## src/rtl/mem_arbiter_pkg.sv

```systemverilog
// Shared definitions for the unified-memory arbiter: FSM state codes,
// requester owner codes, the latched transaction control fields and the
// round-robin grant decision.
package mem_arbiter_pkg;

    localparam logic [2:0] ST_IDLE    = 3'd0;
    localparam logic [2:0] ST_ISSUE   = 3'd1;
    localparam logic [2:0] ST_WAIT    = 3'd2;
    localparam logic [2:0] ST_CAPTURE = 3'd3;
    localparam logic [2:0] ST_ACK     = 3'd4;

    localparam logic OWN_CPU = 1'b0;
    localparam logic OWN_LDR = 1'b1;

    // Control fields frozen at grant time for the transaction in flight.
    typedef struct packed {
        logic owner;
        logic we;
    } txn_ctl_t;

    // Loader wins when it is the only eligible requester, or when both are
    // eligible and the CPU was the last one served.
    function automatic logic pick_ldr(input logic cpu_ok, input logic ldr_ok,
                                      input logic rr_last);
        return ldr_ok && (!cpu_ok || (rr_last == OWN_CPU));
    endfunction

endpackage

```

## src/rtl/mem_arbiter_if.sv

```systemverilog
// Requester-side bus of the memory arbiter; one instance for the CPU and one
// for the program loader.
//
// Handshake: the requester raises req with we/addr/wdata stable and holds it
// until ack. ack is a single-cycle completion pulse; rdata is registered and
// stays valid from ack until the next read of that requester completes.
// Dropping req before ack is a protocol violation; the transaction still
// completes and is acknowledged.
interface mem_arbiter_if #(
    parameter int ADDR_W = 32,
    parameter int DATA_W = 32
);
    logic              req;
    logic              we;
    logic [ADDR_W-1:0] addr;
    logic [DATA_W-1:0] wdata;
    logic              ack;
    logic [DATA_W-1:0] rdata;

    modport master (output req, output we, output addr, output wdata,
                    input ack, input rdata);
    modport slave  (input req, input we, input addr, input wdata,
                    output ack, output rdata);
endinterface

```

## src/rtl/mem_arbiter.sv

```systemverilog
// Arbitrates the single unified memory between the CPU and the program loader.
// One transaction in flight, round-robin on ties, loader lock-out of the CPU,
// fixed IDLE->ISSUE->WAIT->CAPTURE->ACK->IDLE sequence per transaction.
module mem_arbiter
    import mem_arbiter_pkg::*;
#(
    parameter int ADDR_W = 32,
    parameter int DATA_W = 32,
    parameter int RD_LAT = 1
) (
    input  logic              clk,
    input  logic              reset,
    mem_arbiter_if.slave      cpu,
    mem_arbiter_if.slave      ldr,
    input  logic              ldr_lock,
    output logic              cpu_stall,
    output logic              mem_en,
    output logic              mem_we,
    output logic [ADDR_W-1:0] mem_addr,
    output logic [DATA_W-1:0] mem_wdata,
    input  logic [DATA_W-1:0] mem_rdata,
    output logic [2:0]        state
);

    // Number of WAIT cycles after ISSUE before the read data is valid.
    localparam logic [2:0] LAT_M1 = 3'(RD_LAT - 1);

    logic [2:0]        state_q;
    logic [2:0]        cnt_q;
    logic              rr_last_q;
    txn_ctl_t          ctl_q;
    logic [ADDR_W-1:0] addr_q;
    logic [DATA_W-1:0] wdata_q;
    logic [DATA_W-1:0] cpu_rdata_q;
    logic [DATA_W-1:0] ldr_rdata_q;

    logic cpu_ok;
    logic ldr_ok;
    logic grant_ldr;
    logic issue;
    logic cpu_ack;
    logic ldr_ack;

    // Eligibility and round-robin pick for the current IDLE cycle.
    always_comb begin
        cpu_ok    = cpu.req & ~ldr_lock;
        ldr_ok    = ldr.req;
        grant_ldr = pick_ldr(cpu_ok, ldr_ok, rr_last_q);
    end

    // Transaction FSM, latency counter, latched request and read-data registers.
    always_ff @(posedge clk) begin
        if (!reset) begin
            state_q     <= ST_IDLE;
            cnt_q       <= 3'd0;
            rr_last_q   <= OWN_LDR;
            ctl_q       <= '0;
            addr_q      <= '0;
            wdata_q     <= '0;
            cpu_rdata_q <= '0;
            ldr_rdata_q <= '0;
        end else begin
            case (state_q)
                ST_IDLE: begin
                    if (cpu_ok || ldr_ok) begin
                        ctl_q.owner <= grant_ldr ? OWN_LDR : OWN_CPU;
                        ctl_q.we    <= grant_ldr ? ldr.we : cpu.we;
                        addr_q      <= grant_ldr ? ldr.addr : cpu.addr;
                        wdata_q     <= grant_ldr ? ldr.wdata : cpu.wdata;
                        state_q     <= ST_ISSUE;
                    end
                end
                ST_ISSUE: begin
                    cnt_q   <= LAT_M1;
                    state_q <= (LAT_M1 != 3'd0) ? ST_WAIT : ST_CAPTURE;
                end
                ST_WAIT: begin
                    cnt_q <= cnt_q - 3'd1;
                    if (cnt_q <= 3'd1) begin
                        state_q <= ST_CAPTURE;
                    end
                end
                ST_CAPTURE: begin
                    if (!ctl_q.we) begin
                        if (ctl_q.owner == OWN_LDR) begin
                            ldr_rdata_q <= mem_rdata;
                        end else begin
                            cpu_rdata_q <= mem_rdata;
                        end
                    end
                    state_q <= ST_ACK;
                end
                ST_ACK: begin
                    rr_last_q <= ctl_q.owner;
                    state_q   <= ST_IDLE;
                end
                default: begin
                    state_q <= ST_IDLE;
                end
            endcase
        end
    end

    // Memory strobe and owner acks decoded from state; memory bus is zero outside ISSUE.
    always_comb begin
        issue     = (state_q == ST_ISSUE);
        cpu_ack   = (state_q == ST_ACK) && (ctl_q.owner == OWN_CPU);
        ldr_ack   = (state_q == ST_ACK) && (ctl_q.owner == OWN_LDR);
        mem_en    = issue;
        mem_we    = issue & ctl_q.we;
        mem_addr  = issue ? addr_q : '0;
        mem_wdata = issue ? wdata_q : '0;
    end

    assign cpu.ack   = cpu_ack;
    assign ldr.ack   = ldr_ack;
    assign cpu.rdata = cpu_rdata_q;
    assign ldr.rdata = ldr_rdata_q;
    assign cpu_stall = cpu.req & ~cpu_ack;
    assign state     = state_q;

endmodule

```

## src/flat_wrapper.sv

```systemverilog
// flat-port wrapper written by rule: the top's interface ports become plain ports
module mem_arbiter_flat import mem_arbiter_pkg::*;
#(
    parameter int ADDR_W = 32,
    parameter int DATA_W = 32,
    parameter int RD_LAT = 1
)
  (clk, reset, ldr_lock, cpu_stall, mem_en, mem_we, mem_addr, mem_wdata, mem_rdata, state, cpu_req, cpu_we, cpu_addr, cpu_wdata, cpu_ack, cpu_rdata, ldr_req, ldr_we, ldr_addr, ldr_wdata, ldr_ack, ldr_rdata);
  mem_arbiter_if #(.ADDR_W(ADDR_W), .DATA_W(DATA_W)) cpu_i ();
  mem_arbiter_if #(.ADDR_W(ADDR_W), .DATA_W(DATA_W)) ldr_i ();
  input  logic clk;
  input  logic reset;
  input  logic ldr_lock;
  output logic cpu_stall;
  output logic mem_en;
  output logic mem_we;
  output logic [ADDR_W-1:0] mem_addr;
  output logic [DATA_W-1:0] mem_wdata;
  input  logic [DATA_W-1:0] mem_rdata;
  output logic [2:0] state;
  input wire logic [$bits(cpu_i.req)-1:0] cpu_req;
  input wire logic [$bits(cpu_i.we)-1:0] cpu_we;
  input wire logic [$bits(cpu_i.addr)-1:0] cpu_addr;
  input wire logic [$bits(cpu_i.wdata)-1:0] cpu_wdata;
  output wire logic [$bits(cpu_i.ack)-1:0] cpu_ack;
  output wire logic [$bits(cpu_i.rdata)-1:0] cpu_rdata;
  input wire logic [$bits(ldr_i.req)-1:0] ldr_req;
  input wire logic [$bits(ldr_i.we)-1:0] ldr_we;
  input wire logic [$bits(ldr_i.addr)-1:0] ldr_addr;
  input wire logic [$bits(ldr_i.wdata)-1:0] ldr_wdata;
  output wire logic [$bits(ldr_i.ack)-1:0] ldr_ack;
  output wire logic [$bits(ldr_i.rdata)-1:0] ldr_rdata;
  assign cpu_i.req = cpu_req;
  assign cpu_i.we = cpu_we;
  assign cpu_i.addr = cpu_addr;
  assign cpu_i.wdata = cpu_wdata;
  assign cpu_ack = cpu_i.ack;
  assign cpu_rdata = cpu_i.rdata;
  assign ldr_i.req = ldr_req;
  assign ldr_i.we = ldr_we;
  assign ldr_i.addr = ldr_addr;
  assign ldr_i.wdata = ldr_wdata;
  assign ldr_ack = ldr_i.ack;
  assign ldr_rdata = ldr_i.rdata;
  mem_arbiter #(.ADDR_W(ADDR_W), .DATA_W(DATA_W), .RD_LAT(RD_LAT)) u_core (.clk(clk), .reset(reset), .cpu(cpu_i), .ldr(ldr_i), .ldr_lock(ldr_lock), .cpu_stall(cpu_stall), .mem_en(mem_en), .mem_we(mem_we), .mem_addr(mem_addr), .mem_wdata(mem_wdata), .mem_rdata(mem_rdata), .state(state));
endmodule
```

## config.mk

```make
export PLATFORM = sky130hd
export DESIGN_NAME = mem_arbiter_flat
export DESIGN_NICKNAME = d
export VERILOG_FILES = /design/src/rtl/mem_arbiter_pkg.sv /design/src/rtl/mem_arbiter_if.sv /design/src/rtl/mem_arbiter.sv /design/src/flat_wrapper.sv
export SDC_FILE = /design/constraint.sdc
export NUM_CORES = 1
export LEC_CHECK = 0
export ABC_AREA = 0
export CORE_ASPECT_RATIO = 1.2
export CORE_MARGIN = 1.5
export CORE_UTILIZATION = 41
export DETAILED_ROUTE_END_ITERATION = 7
export HOLD_SLACK_MARGIN = 0.06
export PLACE_DENSITY_LB_ADDON = 0.05
export SYNTH_ARGS = -nofsm -noshare
export SYNTH_HDL_FRONTEND = slang
export SYNTH_SLANG_ARGS = --single-unit
```

## constraint.sdc

```tcl
create_clock -name clk -period 2 [get_ports clk]
set_input_delay 0.4 -clock clk [delete_from_list [all_inputs] [get_ports clk]]
set_output_delay 0.4 -clock clk [all_outputs]
set_load 0.005 [all_outputs]
```

### Yosys cells after proc, flatten, opt, wreduce, memory -nomap -nowiden

Index checks and enable logic that the tools add are counted.

* latch bits: 0
* memories: 0
* output and inout port bits: 136
* bits in writable memories: 0
* word-level logic and storage cells: 47
* ROM bits: 0
* flip-flop bits (word level): 137

* multipliers: 0
* bitwise logic cells: 8
* $add $sub $neg: 1
* shift operators: 0
* eq/ne operators: 6
* order comparisons: 1
* reductions and logical operators: 12
* divide/modulo/power cells: 0
* multiplexer cells: 10

Operators by type and width (count)
* 2-to-1 mux 32 bit: 4
* one-hot mux 3 bit (4 select lines): 1
* == test 3 x 2 -> 1 bit, second input constant: 2
* 2-to-1 mux 3 bit: 2
* one-hot mux 3 bit (2 select lines): 1
* AND reduction 3 bit: 2
* inverter 1 bit: 5
* inequality test 2 x 1 -> 1 bit, second input constant: 2
* AND reduction 2 bit: 2
* AND 1 bit: 3
* == test 3 x 1 -> 1 bit, second input constant: 1
* == test 3 bit, second input constant: 1
* less-or-equal comparator 3 x 1 -> 1 bit, second input constant: 1
* logical AND 1 bit: 3
* logical NOT 3 bit: 1
* subtractor 3 x 1 -> 3 bit, second input constant: 1
* logical OR 1 bit: 2
* 2-to-1 mux 1 bit: 2
* nonzero test 2 bit: 1
* logical NOT 1 bit: 1

### Logic depth before layout (Yosys ltp)

* depth in word-level cells: 6
* gate-level depth with buffers: 7
* mapped depth without buffers: 6

### Least setup slack after synthesis

Ideal clock, no wire load.

* path kind: flip-flop to output port
* start point: reg u_core.state_q[1], in the netlist u_core.state[1]
* end point: out mem_addr[12]
* path buffers: 3
* cell stages (with the launch flop): 6
* setup slack: 0.387 ns
* arrival: 1.213 ns
* cells stage by stage: dfxtp_1 > buf_2 > inv_1 > clkbuf_1 > clkbuf_1 > and3_1

* word-level cells in the longest chain between the ends: 2

RTL lines
* from (decl): line mem_arbiter.sv:28 `logic [2:0] state_q;`
* from (signal assigned): line mem_arbiter.sv:75 `state_q <= (LAT_M1 != 3'd0) ? ST_WAIT : ST_CAPTURE;`
* == test 3 x 1 -> 1 bit: line mem_arbiter.sv:106 `issue = (state_q == ST_ISSUE);`
* 2-to-1 mux 32 bit: line mem_arbiter.sv:111 `mem_addr = issue ? addr_q : '0;`
* to (decl): line flat_wrapper.sv:17 `output logic [ADDR_W-1:0] mem_addr;`

No other way between the ends.

### Worst setup path in the final report

* start point: reg u_core.state_q[0], in the netlist u_core.state[0]
* end point: out cpu_ack

* word-level cells in the longest chain between the ends: 2

RTL lines
* == test 3 bit: line mem_arbiter.sv:107 `cpu_ack = (state_q == ST_ACK) && (ctl_q.owner == OWN_CPU);`
* logical AND 1 bit: line mem_arbiter.sv:107
* to (decl): line flat_wrapper.sv:25 `output wire logic [$bits(cpu_i.ack)-1:0] cpu_ack;`

No other way between the ends.

==> flow_metrics.tcl <==
set metrics [dict create \
    status "finished with violations" \
    violations "setup timing" \
    start_kind "flip-flop" \
    layout_min_cycle_time_ns 2.092 \
    skew_ns 0.01033 \
    endpoint_kind "primary output" \
    drtIter0Drc 400 \
    final_util 0.7091 \
    fp.dieW_um 115.0 \
    detailroute.via_count 6566 \
    pre_cts_ws_ns 0.04220 \
    place.gp.congestion 0.7938 \
    yosys.cell_count.top_type "dfxtp_1" \
    port_buffers 302 \
    grt_max_degree 65 \
    min_path_type "primary input to flip-flop" \
    fin_crit_sh 1.046 \
    final_antenna_net_count 0 \
    rsz0062_at_grt "yes" \
    drv_cap 0 \
    synth_edf_count 0 \
    synth_area_leader_cell "dfxtp_1" \
    grt_overflow_total 0 \
    synth_warnings 0 \
    critPathKind "flip-flop to primary output" \
    die_h_um 137.4 \
    grt_use_total 0.2517 \
    power_density_mw_per_mm2 857.9 \
    fmax_ghz 0.4780 \
    firstDrtPassIters 5 \
    crit_family "buffers and inverters" \
    io_pins 303 \
    synth_fa_ha_area_frac 0.004054 \
    crit_required_ns 1.60 \
    critPathMaxStageDelay_ns 0.49 \
    remaining_drc_errors 0 \
    cts_sinks 137 \
    p_leak_nw 4.195 \
    drv_slew 0 \
    vias_per_cell 5.270 \
    ys_seq_elements 137 \
    numCtsBuffers 17 \
    areaGrowthSynthToFinish_pct 66.94 \
    tightest_slew_ns 0.3989 \
    ir_drop_mv 0.6873 \
    ys_seq_area_frac 0.4443 \
    path_cells "nor2_2 > nand2_1 > nor2_1 > buf_4 > clkdlybuf4s50_1" \
    r2r_setup_slack_ns 0.17 \
    routed_wl_um 20930 \
    yosys.cell_types.count 35 \
    cts_root_buf "clkbuf_16" \
    worst-path-buf-inv 2 \
    final_nets 1202 \
    synth_area_per_cell_um2 8.188 \
    insertion_delay_ns 0.42 \
    finalSetupViolations 9 \
    stdcell_count 1246 \
    synth_top_family_by_area "compound AO/OA/AOI/OAI gates" \
    tritoncts "yes" \
    async_flop_share 0 \
    antenna_cells 0 \
    placedCellCount 1197 \
    synth_compound_area_frac 0.3073 \
    clkTransAtPathRegs_ns 0.06 \
    fillers 1255 \
    syn_area_mm2 0.006173 \
    hold_violations 0 \
    worstPathArrival_ns 1.69 \
    grt_antenna_before_repair 0 \
    finalWorstSetupSlack_ns -0.09207 \
    path_max_fanout 3 \
    synthXorXnorAreaFrac 0.001419 \
    drt-wirelength-per-cell_um 16.79 \
    synthCells 754 \
    synth_mux_area_frac 0.001621 \
    initial_utilization 0.4248 \
    hpwl_um 13440 \
    synth_ff_type "dfxtp_1" \
    syn-num-nets 923 \
    core_area_mm2 0.01453 \
    num_rows 48 \
    die-area_mm2 0.01581 \
    synth.area.top_cells "dfxtp_1 44%, a21oi_1 11%, a21boi_0 7.9%" \
    synthSimpleGateAreaFrac 0.1619 \
    grt_pass1_vias 6069 \
    drive_gt1_frac 0.1778 \
    critPathSlowestCell "clkdlybuf4s50_1" \
    relSlewSlack 0.7341 \
    htreeDepth 4 \
    netlist_top_cells_count "137 x dfxtp_1, 135 x a21oi_1, 92 x o21ai_0" \
    yosys.area.top_type_share 0.4443 \
    cts_buffer_depth 2 \
    grt_pass1_wl_um 30990 \
]
[per-layer routing]
metal  wire length, um  vias up  GRT usage
li1                  -     3269          -
met2             10370      266     0.4233
met4               695        0     0.1166
met5                 0        -          0
met1              8235     2987     0.2914
met3              1625       44    0.07963
[timing repair]
item                                    4_1_cts  5_1_grt
hold buffers                                  0        0
endpoints found under the setup margin       69       57
hold endpoints to repair                      0        0
cloned                                        4        5
pin swaps                                     0       17
buffers inserted                              5        4
resized for setup                           213      109
[tightest hold or removal path, delay by kind of cell]
family,cells,cell delay [ns]
AO/OA/AOI/OAI,2,0.18
buffers and inverters,1,0.24
[sequential cells by signal, indices dropped and copies added (netlist names)]
| register | cells |
|---|---|
| u_core.cnt_q | 3 |
| u_core.rr_last_q | 1 |
| u_core.state | 3 |
| u_core.ctl_q | 2 |
| u_core.ldr.rdata | 32 |
| u_core.wdata_q | 32 |
| u_core.cpu.rdata | 32 |
| u_core.addr_q | 32 |
[layout make-up]
class	count	area, um2	area share
Sequential cell	137	2746	0.2665
Inverter	4	15.01	0.001457
Tap cell	200	250.2	0.02428
Clock inverter	15	140.1	0.01360
Multi-Input combinational cell	529	3119	0.3027
Clock buffer	17	425.4	0.04128
Timing Repair Buffer	344	3610	0.3502
[logic make-up after synthesis]
family | Yosys count
and+or+nand+nor | 188
xor gates and xnor gates | 1
muxes | 1
adders and majority gates | 2
AOI/OAI and AO/OA | 337
DFF | 137
buffers and inverters | 88
[layout by cell type, fill, tap and decap left out, drive strengths merged, types with 5 or more instances in the layout]
cell and n:
inv 10, dlymetal6s2s 7, nor2 9, dfxtp 137
a21oi 135, nand3 64, clkdlybuf4s50 231, clkinv 5
clkbuf 29, nand2 33, and3 66, o21ai 132
buf 92, a21boi 65
[through the flow]
| step | instance area (um2) | total power, W | hold slack [ns] | setup TNS [ns] |
|---|---|---|---|---|
| final | 10310 | 0.008842 | 0.4482 | -0.1669 |
| after CTS | 9871 | 0.008579 | 0.4324 | -2.079 |
| after floorplan | 6173 | 0.004354 | 0.4360 | 0 |
| after global routing | 10310 | 0.009285 | 0.4569 | -2.526 |
| after global placement | 9343 | 0.005454 | 0.4434 | 0 |
| after detailed placement | 9343 | 0.005477 | 0.4501 | 0 |
[final timing paths]
kind | start | to | depth (start not counted)
max | u_core.state[0] | cpu_ack | 5
min | reset | u_core.addr_q[5] | 3
max reg2reg | u_core.state[2] | u_core.ldr.rdata[25] | 7
min reg2reg | u_core.ldr.rdata[28] | u_core.ldr.rdata[28] | 2
[power breakdown]
| part | total (W) | leakage [nW] | switching, W | internal (W) |
|---|---|---|---|---|
| registers | 0.00325 | 1.12 | 0.000175 | 0.00308 |
| logic | 0.00260 | 2.80 | 0.00119 | 0.00141 |
| clock network | 0.00299 | 0.273 | 0.00126 | 0.00173 |
| total | 0.00884 | 4.20 | 0.00262 | 0.00622 |
Power figures use the tool's default switching activity.
